--- config.mk ---
export PLATFORM = sky130hd
export DESIGN_NAME = pipe_stage_latch
export DESIGN_NICKNAME = d
export VERILOG_FILES = /design/src/rtl/cpu_types_pkg.sv /design/src/rtl/sat_counter.sv /design/src/rtl/pipe_stage_latch.sv
export SDC_FILE = /design/constraint.sdc
export NUM_CORES = 1
export LEC_CHECK = 0
export ABC_AREA = 0
export BUFFER_PORTS_ARGS = -buffer_cell sky130_fd_sc_hd__buf_2
export CORE_AREA = 2 2 165 167
export DETAILED_ROUTE_END_ITERATION = 7
export DIE_AREA = 0 0 167 169
export PLACE_DENSITY_LB_ADDON = 0.05
export SLEW_MARGIN = 5
export SYNTH_ARGS = -nofsm -noshare
export SYNTH_HDL_FRONTEND = slang
export SYNTH_HIERARCHICAL = 1
export SYNTH_SLANG_ARGS = --single-unit
--- constraint.sdc ---
create_clock -name CLK -period 2.1 [get_ports CLK]
set_clock_uncertainty 0.2 [all_clocks]
set_input_delay 0.105 -clock CLK [delete_from_list [all_inputs] [get_ports CLK]]
set_output_delay 0.105 -clock CLK [all_outputs]
set_load 0.02 [all_outputs]
--- src/rtl/cpu_types_pkg.sv ---
// -----------------------------------------------------------------------------
// cpu_types_pkg
// Shared types for the pipeline-stage registers:
//   - pstage_state_t : data-memory wait state of a pipeline stage (RUN / MISS)
//   - ifid_t, idex_t, exmem_t, memwb_t : per-boundary payload structs. Callers
//     pack one of these into in_data and unpack out_data at the
//     instantiation site, so DATA_W is $bits() of the chosen struct.
//   - wait_cnt_width() : width of the internal consecutive-miss counter.
// -----------------------------------------------------------------------------
package cpu_types_pkg;

    typedef enum logic {
        RUN  = 1'b0,
        MISS = 1'b1
    } pstage_state_t;

    typedef struct packed {
        logic [31:0] pc;
        logic [31:0] instr;
    } ifid_t;

    typedef struct packed {
        logic [31:0] pc;
        logic [31:0] rs1_val;
        logic [31:0] rs2_val;
        logic [31:0] imm;
        logic [4:0]  rd;
        logic [3:0]  alu_op;
        logic        ren;
        logic        wen;
        logic        reg_wen;
    } idex_t;

    typedef struct packed {
        logic [31:0] pc;
        logic [31:0] alu_out;
        logic [31:0] store_data;
        logic [4:0]  rd;
        logic [2:0]  mem_size;
        logic        ren;
        logic        wen;
        logic        reg_wen;
    } exmem_t;

    typedef struct packed {
        logic [31:0] mem_data;
        logic [31:0] alu_out;
        logic [4:0]  rd;
        logic        reg_wen;
        logic        mem_to_reg;
    } memwb_t;

    // Enough bits to hold the value timeout_cycles; a disabled timeout (0)
    // still needs a one-bit vector so the counter declaration stays legal.
    function automatic int wait_cnt_width(input int timeout_cycles);
        if (timeout_cycles > 0) begin
            return $clog2(timeout_cycles + 1);
        end else begin
            return 1;
        end
    endfunction

endpackage

--- src/rtl/sat_counter.sv ---
// -----------------------------------------------------------------------------
// sat_counter
// Saturating up-counter with synchronous clear.
// Ports:
//   clk   in  1  clock, rising edge
//   rst_n in  1  asynchronous reset, active low (count -> 0)
//   clr   in  1  synchronous clear; wins over inc
//   inc   in  1  add one this cycle unless already at all-ones
//   cnt   out W  current count (registered)
// -----------------------------------------------------------------------------
module sat_counter #(
    parameter int W = 16
) (
    input  logic         clk,
    input  logic         rst_n,
    input  logic         clr,
    input  logic         inc,
    output logic [W-1:0] cnt
);

    localparam logic [W-1:0] CNT_MAX = {W{1'b1}};

    logic [W-1:0] cnt_q;
    logic [W-1:0] cnt_d;

    // Next count: clear first, then increment only while below the ceiling.
    always_comb begin
        cnt_d = cnt_q;
        if (clr) begin
            cnt_d = {W{1'b0}};
        end else if (inc && (cnt_q != CNT_MAX)) begin
            cnt_d = cnt_q + {{(W-1){1'b0}}, 1'b1};
        end else begin
            cnt_d = cnt_q;
        end
    end

    // Count register.
    always_ff @(posedge clk or negedge rst_n) begin
        if (!rst_n) begin
            cnt_q <= {W{1'b0}};
        end else begin
            cnt_q <= cnt_d;
        end
    end

    assign cnt = cnt_q;

endmodule

--- src/rtl/pipe_stage_latch.sv ---
// -----------------------------------------------------------------------------
// pipe_stage_latch
// Generic pipeline-stage register (IF/ID, ID/EX, EX/MEM, MEM/WB) with a valid
// bit, hazard-unit advance enable, bubble-inserting flush, and a data-memory
// wait machine that freezes the stage while its own access is outstanding.
// Ports:
//   CLK, nRST    clock (rising edge) / asynchronous active-low reset
//   en           advance enable from the hazard unit (0 = hold)
//   flush        replace the latched entry with a bubble
//   in_valid     upstream entry valid
//   in_memreq    upstream entry reads or writes data memory
//   in_data      upstream payload (packed stage struct)
//   dhit         data cache hit/ack for the latched request
//   clr_cnt      synchronous clear of miss_cycles
//   out_valid    latched entry valid
//   out_data     latched payload
//   mem_req      latched entry is valid and accesses data memory
//   mem_stall    combinational: request visible and not yet acknowledged
//   miss_cycles  saturating number of cycles spent with mem_stall=1
//   timeout      sticky: a single wait lasted TIMEOUT MISS cycles
// -----------------------------------------------------------------------------
module pipe_stage_latch
    import cpu_types_pkg::*;
#(
    parameter int DATA_W     = 200,
    parameter int FLUSH_ZERO = 1,
    parameter int CNT_W      = 16,
    parameter int TIMEOUT    = 1024
) (
    input  logic              CLK,
    input  logic              nRST,
    input  logic              en,
    input  logic              flush,
    input  logic              in_valid,
    input  logic              in_memreq,
    input  logic [DATA_W-1:0] in_data,
    input  logic              dhit,
    input  logic              clr_cnt,
    output logic              out_valid,
    output logic [DATA_W-1:0] out_data,
    output logic              mem_req,
    output logic              mem_stall,
    output logic [CNT_W-1:0]  miss_cycles,
    output logic              timeout
);

    localparam int              WAIT_W     = wait_cnt_width(TIMEOUT);
    localparam logic [WAIT_W-1:0] WAIT_LIMIT = WAIT_W'(TIMEOUT);
    localparam bit              TIMEOUT_EN = (TIMEOUT > 0);

    logic              out_valid_q, out_valid_d;
    logic [DATA_W-1:0] out_data_q,  out_data_d;
    logic              memreq_q,    memreq_d;
    pstage_state_t     state_q,     state_d;
    logic [WAIT_W-1:0] wait_cnt_q,  wait_cnt_d;
    logic              timeout_q,   timeout_d;

    logic              mem_req_s;
    logic              mem_stall_s;

    // The stall is combinational so that the stage and everything upstream
    // freeze in the very cycle the request becomes visible; a same-cycle
    // dhit therefore never costs a cycle.
    assign mem_req_s   = out_valid_q & memreq_q;
    assign mem_stall_s = mem_req_s & ~dhit;

    // Next-state logic for the payload, wait machine and timeout flag.
    always_comb begin
        out_valid_d = out_valid_q;
        out_data_d  = out_data_q;
        memreq_d    = memreq_q;
        state_d     = state_q;
        wait_cnt_d  = wait_cnt_q;
        timeout_d   = timeout_q;

        // An outstanding access outranks flush and en: dropping it would
        // lose a store or return load data to the wrong entry.
        if (mem_stall_s) begin
            out_valid_d = out_valid_q;
            out_data_d  = out_data_q;
            memreq_d    = memreq_q;
        end else if (flush) begin
            out_valid_d = 1'b0;
            memreq_d    = 1'b0;
            if (FLUSH_ZERO != 0) begin
                out_data_d = {DATA_W{1'b0}};
            end else begin
                out_data_d = out_data_q;
            end
        end else if (en) begin
            out_valid_d = in_valid;
            out_data_d  = in_data;
            // A bubble must never reach data memory.
            memreq_d    = in_valid & in_memreq;
        end else begin
            out_valid_d = out_valid_q;
            out_data_d  = out_data_q;
            memreq_d    = memreq_q;
        end

        case (state_q)
            RUN: begin
                if (mem_stall_s) begin
                    state_d = MISS;
                end else begin
                    state_d = RUN;
                end
            end
            MISS: begin
                if (dhit) begin
                    state_d = RUN;
                end else begin
                    state_d = MISS;
                end
            end
            default: begin
                state_d = RUN;
            end
        endcase

        // The wait counter only measures the current MISS episode; it parks
        // at the limit instead of wrapping, since timeout is already sticky.
        if (state_q == MISS) begin
            if (wait_cnt_q != WAIT_LIMIT) begin
                wait_cnt_d = wait_cnt_q + {{(WAIT_W-1){1'b0}}, 1'b1};
            end else begin
                wait_cnt_d = wait_cnt_q;
            end
        end else begin
            wait_cnt_d = {WAIT_W{1'b0}};
        end

        if (TIMEOUT_EN && (state_q == MISS) && (wait_cnt_d == WAIT_LIMIT)) begin
            timeout_d = 1'b1;
        end else begin
            timeout_d = timeout_q;
        end
    end

    // Stage register block.
    always_ff @(posedge CLK or negedge nRST) begin
        if (!nRST) begin
            out_valid_q <= 1'b0;
            out_data_q  <= {DATA_W{1'b0}};
            memreq_q    <= 1'b0;
            state_q     <= RUN;
            wait_cnt_q  <= {WAIT_W{1'b0}};
            timeout_q   <= 1'b0;
        end else begin
            out_valid_q <= out_valid_d;
            out_data_q  <= out_data_d;
            memreq_q    <= memreq_d;
            state_q     <= state_d;
            wait_cnt_q  <= wait_cnt_d;
            timeout_q   <= timeout_d;
        end
    end

    sat_counter #(
        .W (CNT_W)
    ) u_miss_cnt (
        .clk   (CLK),
        .rst_n (nRST),
        .clr   (clr_cnt),
        .inc   (mem_stall_s),
        .cnt   (miss_cycles)
    );

    assign out_valid = out_valid_q;
    assign out_data  = out_data_q;
    assign mem_req   = mem_req_s;
    assign mem_stall = mem_stall_s;
    assign timeout   = timeout_q;

endmodule

==> Word level (Yosys, flattened, before mapping) <==
Cells that the tools add are included.
{ "totals": {"regBits": 231, "output_inout_bits": 220, "inputBits": 208, "elab_cells": 36} }
{ "op_classes": {"addsub": 2, "n_eq_ne": 3, "n_reduce_logical": 5, "bitwise": 6, "n_mux": 13} }
{ "ops": {"columns": ["operator", "n"], "rows": [
  ["$mux W200", 2],
  ["$mux W16", 2],
  ["$mux W11", 2],
  ["$add A16 B1 Y16 const B", 1],
  ["$ne A16 B16 Y1 const B", 1],
  ["$add A11 B1 Y11 const B", 1],
  ["$eq A11 B11 Y1 const B", 1],
  ["$ne A11 B11 Y1 const B", 1],
  ["$mux W1", 6],
  ["$reduce_bool A2 Y1", 2],
  ["$and A1 B1 Y1", 3],
  ["$not A1 Y1", 3],
  ["$logic_and A1 B1 Y1", 2],
  ["$pmux W1 S2", 1],
  ["$reduce_and A2 Y1", 1]
]} }

==> Depth between registers and ports, before layout <==
Gate-level depths: netlist of the first run.
{ "logic_depth": {"depth_word": 5, "depth_mapped": 7, "depth_no_buf": 7} }

==> Cells and area by module <==
Netlist of the first run, hierarchy kept.
{ "modules_own_cells": {"columns": ["module", "area_each_um2", "cells_per_inst", "seq_area_each_um2", "instances"], "rows": [
  ["pipe_stage_latch", 9210.1, 964, 5380.2, 1],
  ["sat_counter", 942.2, 98, 400.4, 1]
]} }

==> Worst setup path after synthesis of the first run <==
No wires, ideal clock.
{ "synth_path": {"kind": "flip-flop to flip-flop", "start": "register out_valid_q (netlist: out_valid)", "end": "register u_miss_cnt.cnt_q[3] (netlist: u_miss_cnt/cnt[3])", "path_slack_ps": -259, "arrival_ps": 2081, "path_buffers": 1, "setup_time_ps": 78, "period_less_slack_ps": 2359, "required_ps": 1822, "path_stages_with_launch": 7, "cell_sequence": "dfrtp_1 > nand2_1 > nor2_1 > inv_1 > clkbuf_1 > or4_2 > a21oi_1"} }
{ "synth_via": {"elab_chain_len": 4} }
{ "synth_rtl": {"columns": ["item", "line_no", "text"], "rows": [
  ["start: declaration", "pipe_stage_latch.sv:51", "logic out_valid_q, out_valid_d;"],
  ["start signal: assignment", "pipe_stage_latch.sv:150", "out_valid_q <= out_valid_d;"],
  ["$and A1 B1 Y1", "pipe_stage_latch.sv:64", "assign mem_req_s = out_valid_q & memreq_q;"],
  ["$and A1 B1 Y1", "pipe_stage_latch.sv:65", "assign mem_stall_s = mem_req_s & ~dhit;"],
  ["net mem_stall", "pipe_stage_latch.sv:42", "output logic mem_stall,"],
  ["$logic_and A1 B1 Y1", "sat_counter.sv:31", "end else if (inc && (cnt_q != CNT_MAX)) begin"],
  ["$reduce_bool A2 Y1 (no source line)", null, null],
  ["end signal: assignment", "sat_counter.sv:41", "cnt_q <= {W{1'b0}};"],
  ["end signal: assignment", "sat_counter.sv:43", "cnt_q <= cnt_d;"],
  ["end: declaration", "sat_counter.sv:23", "logic [W-1:0] cnt_q;"]
]} }
The timed path passes the listed nets, and every way through them passes these cells.
A chain may end at the register's enable or synchronous reset.

==> Worst setup path after layout of the first run <==
{ "layout_path": {"start": "register wait_cnt_q[0]", "end": "register timeout_q (netlist: timeout)"} }
{ "layout_via": {"elab_chain_len": 5, "word_cells_on_any_way": 6, "cone_classes": "add/sub (1); eq/ne (2); mux (2); reduce/logical (1)"} }
{ "layout_rtl": {"columns": ["item", "line_no", "text"], "rows": [
  ["start: declaration", "pipe_stage_latch.sv:55", "logic [WAIT_W-1:0] wait_cnt_q, wait_cnt_d;"],
  ["start signal: assignment", "pipe_stage_latch.sv:147", "wait_cnt_q <= {WAIT_W{1'b0}};"],
  ["start signal: assignment", "pipe_stage_latch.sv:154", "wait_cnt_q <= wait_cnt_d;"],
  ["$add A11 B1 Y11 / $ne A11 B11 Y1 (equally long branches)", "pipe_stage_latch.sv:125, pipe_stage_latch.sv:124", null],
  ["$mux W11 (*)", "pipe_stage_latch.sv:124", "if (wait_cnt_q != WAIT_LIMIT) begin"],
  ["$mux W11 (*)", "pipe_stage_latch.sv:123", "if (state_q == MISS) begin"],
  ["net wait_cnt_d[10]", "pipe_stage_latch.sv:55", null],
  ["$eq A11 B11 Y1 (*)", "pipe_stage_latch.sv:133", "if (TIMEOUT_EN && (state_q == MISS) && (wait_cnt_d == WAIT_LIMIT)) begin"],
  ["$logic_and A1 B1 Y1 (*)", "pipe_stage_latch.sv:133", null],
  ["end signal: assignment", "pipe_stage_latch.sv:155", "timeout_q <= timeout_d;"],
  ["end: declaration", "pipe_stage_latch.sv:56", "logic timeout_q, timeout_d;"]
]} }
Mark *: on every way through the listed nets, which the timed path passes. The rest lies on a longest branch.

==> metrics.md, run 1 <==
| Metric | Value |
|---|---|
| Status | `finished, violations left` |
| Failing checks | `negative setup slack` |
| Pre-CTS setup slack | `-0.03522 ns` |
| Placement Cell Area | `between 10000 and 15000 sq um` |
| Root Buffer | `clkbuf_16` |
| Max Slew Vio Count | `0` |
| Inserted Clock Buffers | `27` |
| Met2 Use GR | `0.3825` |
| Fin crit period | `between 2 and 2.5 ns` |
| Slowest stage delay, CP | `approximately 0.40 ns` |
| Die Ht | `about 170 microns` |
| Final setup violation count | `1` |
| Sequential cell area fraction in the yosys report | `0.5694` |
| GPL Wtd Cong | `0.7917` |
| Post-Syn Area | `between 10000 and 15000 sq um` |
| Placement row count | `60` |
| First DRT Iteration DRCs | `between 300 and 400` |
| Max-slew headroom | `0.5347` |
| Flip-flop and latch count after synthesis | `around 230` |
| Max Root-Sink Buffers | `3` |
| RSZ-0062 raised after global routing | `yes` |
| Vias in the first global route | `9556` |
| Design area | `16200 sq um` |
| Syn Nets | `around 1300` |
| Worst hold path class | `in -> reg` |
| TritonCTS clock tree | `yes` |
| GR Overflow Total | `0` |
| Die area | `approximately 28000 sq um` |
| Worst setup path class | `reg -> reg` |
| Initial antenna violation count | `2` |
| WL/cell | `15.54 microns` |
| Startpoint Class | `flip-flop` |
| Die Wd | `167 microns` |
| YS warnings | `6` |
| Syn Area/Cell | `approximately 9.6 sq um` |
| Routed WL | `between 30 and 40 mm` |
| VDD IR max | `about 0.61 mV` |
| Vias | `roughly 9600` |
| Max Cap Violations | `0` |
| Hold Vio Cnt, Final | `0` |
| Ports | `about 430` |
| Critical path's slowest cell | `dfrtp_1` |
| Met3 Track Usage GR | `0.05191` |
| Dpl hpwl | `21.34 mm` |
| Clock-pin slew on the worst setup and hold paths | `approximately 0.060 ns` |
| Post-synth cell types | `48` |
| Crit-path cells | `buf_4, ha_2, and4_4, or3b_4, xnor2_1, and2_1, a41o_1` |
| Starting Density | `0.3831` |
| Crit-path max FO | `4` |
| Vias per cell | `between 4 and 5` |
| Static Leak | `between 7 and 8 nW` |
| Setup TNS | `-0.01739 ns` |
| GRT Util Overall | `0.2201` |
| Synth Flop Type | `dfrtp_1` |
| Crit path capture type | `flip-flop` |
| PwrDens | `715.4 nW/um^2` |
| Post-Synthesis Cells | `around 1100` |
| Worst EP arrival | `around 2.3 ns` |
| Layout area overhead | `59.59%` |
| Buf/Inv on CP | `1` |
| Initial DRT Pass Iterations | `4` |
| CP required | `between 2 and 2.5 ns` |
| Busiest layer in global routing | `met2` |
| Part of the cycle the worst path needs | `1.008` |
| Core ar. | `26500 sq um` |
| Post-synth ARST share | `1.000` |
| Clock Latency Late Sink | `roughly 0.53 ns` |
| Antenna Violating Nets Remaining | `0` |
| Nets@finish | `a little under 2000` |
| Setup ws final | `-0.01739 ns` |
| GR Util met1 | `0.2680` |
| Largest net degree at the start of global routing | `just over 200` |
| First-pass GRT wire length | `between 50 and 60 mm` |
| I/O Buffers | `~430` |
| Critical path's top delay family | `simple AND/OR/NAND/NOR gates` |
| Least-Margin Pin Slew | `roughly 0.70 ns` |
| Post-synth EDFFs | `0` |
| Ratio of cells with drive above 1 in the final layout | `0.3153` |
| Layout Utilization | `0.6114` |
| DRC Markers | `0` |
| Fmax | `around 470 MHz` |
| Clock sink count | `231` |
| Htree depth | `1` |
[what timing repair did]
item	CTS	global route
setup endpoints to repair	10	26
cloned	0	4
pin swaps	4	2
setup buffers	3	3
hold endpoints to repair	450	0
hold buffers	223	0
gates resized for setup	4	5
[worst paths after layout]
kind / start / to / slack [ns] / cells past startpoint
hold / removal: in_data[151] / out_data[151] / 0.16 / 4
setup reg to reg: wait_cnt_q[0] / timeout / -0.02 / 7
min in group asynchronous: nRST / u_miss_cnt/cnt[10] / 0.43 / 3
max in group asynchronous: nRST / out_data[139] / 0.62 / 4
hold reg to reg: out_data[175] / out_data[175] / 0.28 / 2
setup / recovery: wait_cnt_q[0] / timeout / -0.02 / 7
[metrics by stage]
| step | std cells | hold slack [ns] | power, mW |
|---|---|---|---|
| floorplan | 1062 | -0.3906 | 5.846 |
| global placement | 1798 | -0.1316 | 6.669 |
| detailed placement | 1798 | -0.1316 | 6.688 |
| CTS | 2073 | 0.1280 | 11.73 |
| global route | 2081 | 0.1562 | 12.11 |
| finish | 2081 | 0.1557 | 11.59 |
[synthesized netlist by cell type, drive strengths merged, types with 2 or more instances]
| cell type | n | area (sq um) |
|---|---|---|
| nor4 | 6 | 58.80 |
| o31ai | 8 | 60.06 |
| xnor2 | 6 | 52.55 |
| or3 | 4 | 26.28 |
| xor2 | 4 | 35.03 |
| and4 | 3 | 28.78 |
| buf | 30 | 170.2 |
| a31oi | 2 | 12.51 |
| mux2 | 4 | 45.04 |
| and2 | 7 | 43.79 |
| nand3 | 9 | 45.04 |
| inv | 9 | 33.78 |
| or4 | 7 | 55.06 |
| nor2 | 16 | 60.06 |
| a21oi | 13 | 65.06 |
| clkbuf | 46 | 172.7 |
| nand2 | 214 | 803.3 |
| nor2b | 6 | 37.54 |
| nand2b | 201 | 1257 |
| ha | 3 | 37.54 |
| nand4 | 11 | 90.08 |
| and3 | 3 | 23.77 |
| o21ai | 207 | 1036 |
| dfrtp | 231 | 5781 |
[power breakdown]
group / internal [mW] / switching, mW
registers: 4.75 / 0.152
logic: 0.929 / 1.13
clock network: 2.76 / 1.86
total: 8.44 / 3.15
[per-layer routing]
metal  up-vias  wire length (microns)
met4         0                   1245
met1      4470                  12930
li1       4811                      -
met5         -                      0
met2       295                  16140
met3        73                   2012
[registers in the layout, indices dropped and copies added (netlist names)]
name            count
memreq_q            1
out_data          200
out_valid           1
state_q             1
timeout             1
u_miss_cnt/cnt     16
wait_cnt_q         11
[layout by cell type, fill, tap and decap left out, types with 6 or more instances in the layout]
master and instances:
inv_1 7, dfrtp_1 230, xnor2_1 6, nand2b_1 201, nor2b_1 6, clkbuf_16 29
clkbuf_1 6, nand3_1 9, buf_12 17, dlygate4sd3_1 222, nor2_1 15, o31ai_1 8
nand4_1 9, and2_1 7, clkbuf_8 8, buf_4 34, nand2_1 213, o21ai_1 204
buf_2 425, a21oi_1 13
[cell families (layout without fill, tap and decap cells)]
family | Yosys count | count (layout) | share of synthesized area
xor+xnor | 10 | 10 | 0.008627
simple gates | 492 | 493 | 0.2545
compound gates | 237 | 237 | 0.1223
buf+inv | 85 | 760 | 0.03710
mux | 4 | 4 | 0.004436
flops | 231 | 231 | 0.5694
other cells | 0 | 2 | 0
fa+ha+maj | 3 | 3 | 0.003698
[worst reg2reg max path: stages (launching register included)]
cell and delay (ns):
dfrtp_1 0.40, buf_4 0.13, ha_2 0.18, and4_4 0.23, or3b_4 0.38, xnor2_1 0.12
and2_1 0.16, a41o_1 0.20
[area by class of cell]
cell class / count / area (sq um)
Antenna cell: 2 / 5.005
Tap cell: 341 / 426.7
Inverter: 9 / 33.78
Clock inverter: 8 / 71.32
Fill cell: 2334 / 10300
Multi-Input combinational cell: 747 / 4054
Clock buffer: 41 / 808.3
Sequential cell: 231 / 5782
Timing Repair Buffer: 702 / 5021
Note: power is estimated with default switching activity, not from simulation.
==> run 2, diff against run 1 <==
--- a/config.mk
+++ b/config.mk
@@ -5,13 +5,12 @@
 export SDC_FILE = /design/constraint.sdc
 export NUM_CORES = 1
 export LEC_CHECK = 0
-export ABC_AREA = 0
+export ABC_AREA = 1
 export BUFFER_PORTS_ARGS = -buffer_cell sky130_fd_sc_hd__buf_2
-export CORE_AREA = 2 2 165 167
+export CORE_AREA = 2 2 168 170
 export DETAILED_ROUTE_END_ITERATION = 7
-export DIE_AREA = 0 0 167 169
+export DIE_AREA = 0 0 170 172
 export PLACE_DENSITY_LB_ADDON = 0.05
-export SLEW_MARGIN = 5
 export SYNTH_ARGS = -nofsm -noshare
 export SYNTH_HDL_FRONTEND = slang
 export SYNTH_HIERARCHICAL = 1
==> metrics.md, run 2 <==
| Metric | Value |
|---|---|
| Initial antenna violation count | `0 (-2)` |
| Total power draw | `11.61 mW (+0.18%)` |
| Slowest stage delay, CP | `0.37 ns (-0.03 ns)` |
| Postcts setup bufs | `0 (-3)` |
| Routed WL | `30.54 mm (-5.5%)` |
| Capture point of the worst reg-to-reg path | `out_data[144]` |
| Ratio of cells with drive above 1 in the final layout | `0.3768 (+0.06151)` |
| WL met2 | `15.01 mm (-7.0%)` |
| Htree depth | `1 (unchanged)` |
| CP required | `2.37 ns (+0.06 ns)` |
| Vias per cell | `4.732 (+2.0%)` |
| Worst setup path class | `reg -> reg` |
| Met3 Routed Length | `2.201 mm (+9.4%)` |
| Initial DRT Pass Iterations | `4 (unchanged)` |
| Post-Syn Area | `8935 sq um (-12%)` |
| PwrDens | `792.5 nW/um^2 (+11%)` |
| Syn Nets | `924 (-27%)` |
| Final setup violation count | `0 (-1)` |
| Leading area contributor after synthesis | `dfrtp_1` |
| Worst hold path class | `in -> reg` |
| Hold Startpoint | `en` |
| Clock power frac | `0.413 (+0.014)` |
| Post-Synthesis Cells | `713 (-33%)` |
| Hold slack | `0.06603 ns (-0.08969 ns)` |
| Placement row count | `61 (+1.7%)` |
| Post-Route M1 WL | `12.57 mm (-2.8%)` |
| Gate power share | `0.164 (-0.014)` |
| Status | `complete, no violations` |
| Setup TNS | `0 ns (+0.01739 ns)` |
| First-pass GRT wire length | `45.73 mm (-10%)` |
| Critical path's top delay family | `buffers and inverters` |
| Top-area cell type share of the netlist area | `0.6470 (+0.07758)` |
| Internal Power | `8.576 mW (+1.6%)` |
| Max-slew headroom | `0.6097 (+0.07502)` |
| Antenna Violating Nets Remaining | `0 (unchanged)` |
| Vias | `8167 (-15%)` |
| Vias in the first global route | `8275 (-13%)` |
| Top post-synthesis cells by count | `dfrtp_1 (231), a22o_1 (201), nand2_1 (89), inv_1 (37), buf_2 (32)` |
| Flip-flop and latch count after synthesis | `231 (unchanged)` |
| Fmax | `528.7 MHz (+12%)` |
| Root Buffer | `clkbuf_16` |
| Die Ht | `172 microns (+1.8%)` |
| Crit-path cells | `nand2_1, buf_4, o22ai_4, buf_12, buf_12, a22o_1` |
| Cell mode on critical path | `buf_12` |
| GR Overflow Total | `0 (unchanged)` |
| Post-synth EDFFs | `0 (unchanged)` |
| Syn Area/Cell | `12.53 sq um (+31%)` |
| Layout Utilization | `0.5332 (-0.07818)` |
| Synth Flop Type | `dfrtp_1` |
| Most common cell in the netlist | `dfrtp_1` |
| Post-synth cell types | `31 (-35%)` |
| Hold Vio Cnt, Final | `0 (unchanged)` |
| Fin crit period | `1.891 ns (-0.2259 ns)` |
| Startpoint Class | `flip-flop` |
| Reg power frac | `0.424 (about the same)` |
| I/O Buffers | `427 (unchanged)` |
| WL/cell | `17.69 microns (+14%)` |
| TritonCTS clock tree | `yes` |
| Register-to-Register Path Depth | `6 (-1)` |
| Dpl hpwl | `20.37 mm (-4.6%)` |
| Critical path's slowest cell | `dfrtp_1` |
| Fillers | `2446 (+4.8%)` |
| Clock sink count | `231 (unchanged)` |
| Switching pwr | `3.035 mW (-3.5%)` |
| Max Slew Vio Count | `0 (unchanged)` |
| Largest cells by area after synthesis | `dfrtp_1 (65%), a22o_1 (20%), nand2_1 (3.7%), buf_2 (1.8%), nand3_1 (1.6%)` |
| Core ar. | `27480 sq um (+3.7%)` |
| GPL Wtd Cong | `0.7937 (+0.25%)` |
| Dpl cells | `1472 (-18%)` |
| Most common cell after layout, fill and taps aside | `buf_2` |
| Largest net degree at the start of global routing | `97 (-52%)` |
| Layout area overhead | `63.97%` |
| Sequential cell area fraction in the yosys report | `0.6470 (+0.07758)` |
| Crit Reg-Reg Startpoint | `out_valid` |
| Clock-pin slew on the worst setup and hold paths | `0.06 ns (about the same)` |
| Worst EP arrival | `2.16 ns (-0.16 ns)` |
| Worst Hold End | `memreq_q` |
| Post-synth ARST share | `1.000 (unchanged)` |
| RSZ-0062 raised after global routing | `no` |
| Inserted Clock Buffers | `27 (unchanged)` |
| Ports | `428 (unchanged)` |
| First DRT Iteration DRCs | `399 (+0.50%)` |
| Part of the cycle the worst path needs | `0.9007 (-0.1076)` |
| Max Root-Sink Buffers | `3 (unchanged)` |
| Buf/Inv on CP | `3 (+2)` |
| GRT Util Overall | `0.1981 (-0.02205)` |
| Hold path depth | `4 (unchanged)` |
| Starting Density | `0.3252 (-0.05792)` |
| Sw Ratio | `0.2614 (-0.01000)` |
| Commonest non-fill, non-tap cells in the layout | `buf_2 (426), dfrtp_1 (231), dlygate4sd3_1 (207), a22o_1 (201), nand2_1 (89)` |
| Die Wd | `170 microns (+1.8%)` |
| Nets@finish | `1573 (-18%)` |
| Uppermost layer routed | `met4` |
| Static Leak | `7.919 nW (about the same)` |
| Max Cap Violations | `0 (unchanged)` |
| Largest register FFs | `200 (unchanged)` |
| Least-Margin Pin Slew | `0.5848 ns (-0.1132 ns)` |
| YS warnings | `6 (unchanged)` |
| Final non-filler cell total | `1726 (-17%)` |
| VDD IR max | `0.4723 mV (-23%)` |
| Die area | `29240 sq um (+3.6%)` |
| R2r setup slk | `0.21 ns (+0.23 ns)` |
| DRC Markers | `0 (unchanged)` |
| Crit-path max FO | `62 (+58)` |
| Crit path from | `out_valid` |
| Diodes inserted | `0 (-2)` |
| Clock Latency Late Sink | `0.53 ns (about the same)` |
| Crit path capture type | `flip-flop` |
[run 2: power by group through the flow]
stage	sequential (mW)	clock (mW)	combinational (mW)
after floorplan	5.36	0	0.434
after global placement	4.99	0	1.61
after detailed placement	4.98	0	1.60
after CTS	4.91	4.96	1.92
after global routing	4.95	5.18	2.04
final	4.92	4.79	1.90
[run 2: worst max-delay path by stage]
| stage | slack [ns] | depth (start not counted) | to |
|---|---|---|---|
| after global routing | 0.08 | 9 | u_miss_cnt/cnt[14] |
| after global placement | -0.01 | 8 | u_miss_cnt/cnt[10] |
| after CTS | 0.18 | 9 | u_miss_cnt/cnt[14] |
| final | 0.21 | 6 | out_data[144] |
| after detailed placement | -0.05 | 8 | u_miss_cnt/cnt[8] |
| after floorplan | 0.17 | 7 | u_miss_cnt/cnt[2] |
[run 2: per-stage QoR]
stage,instance area (sq um),setup slack (ns)
6_report,14650,0.2085
5_1_grt,14650,0.07770
4_1_cts,14650,0.1833
3_5_place_dp,11660,-0.04817
3_3_place_gp,11660,-0.01495
2_1_floorplan,8935,0.1692
[run 2: per-layer routing]
layer | track usage | up-vias
met5 | 0 | -
met4 | 0.05574 | 0
met3 | 0.05035 | 54
met2 | 0.3397 | 289
met1 | 0.2489 | 3953
li1 | - | 3871
[run 2: area by class of cell]
type | instances | area [sq um] | share of cell area
clock buffers | 42 | 832.0 | 0.05679
clock inverters | 5 | 85.08 | 0.005807
inverters | 39 | 148.9 | 0.01016
multi-input cells | 395 | 2746 | 0.1875
flip-flops and latches | 231 | 5781 | 0.3946
well taps | 346 | 432.9 | 0.02955
repair buffers | 668 | 4624 | 0.3157
[run 2: worst register-to-register path, cell delays in order (launching register included)]
cell and delay [ns]:
dfrtp_1 0.37, nand2_1 0.08, buf_4 0.15, o22ai_4 0.16, buf_12 0.34, buf_12 0.32
a22o_1 0.20
[run 2: cells by family after synthesis]
logic type	synth area share
compound gates	0.2073
simple gates	0.08640
flops	0.6470
fa+ha+maj	0.004202
buf+inv	0.04733
xor+xnor	0.007842
[run 2: what timing repair did]
action,CTS,global route
endpoints found under the setup margin,13,0
hold buffers,207,0
resized for setup,1,0
endpoints found under the hold margin,443,0
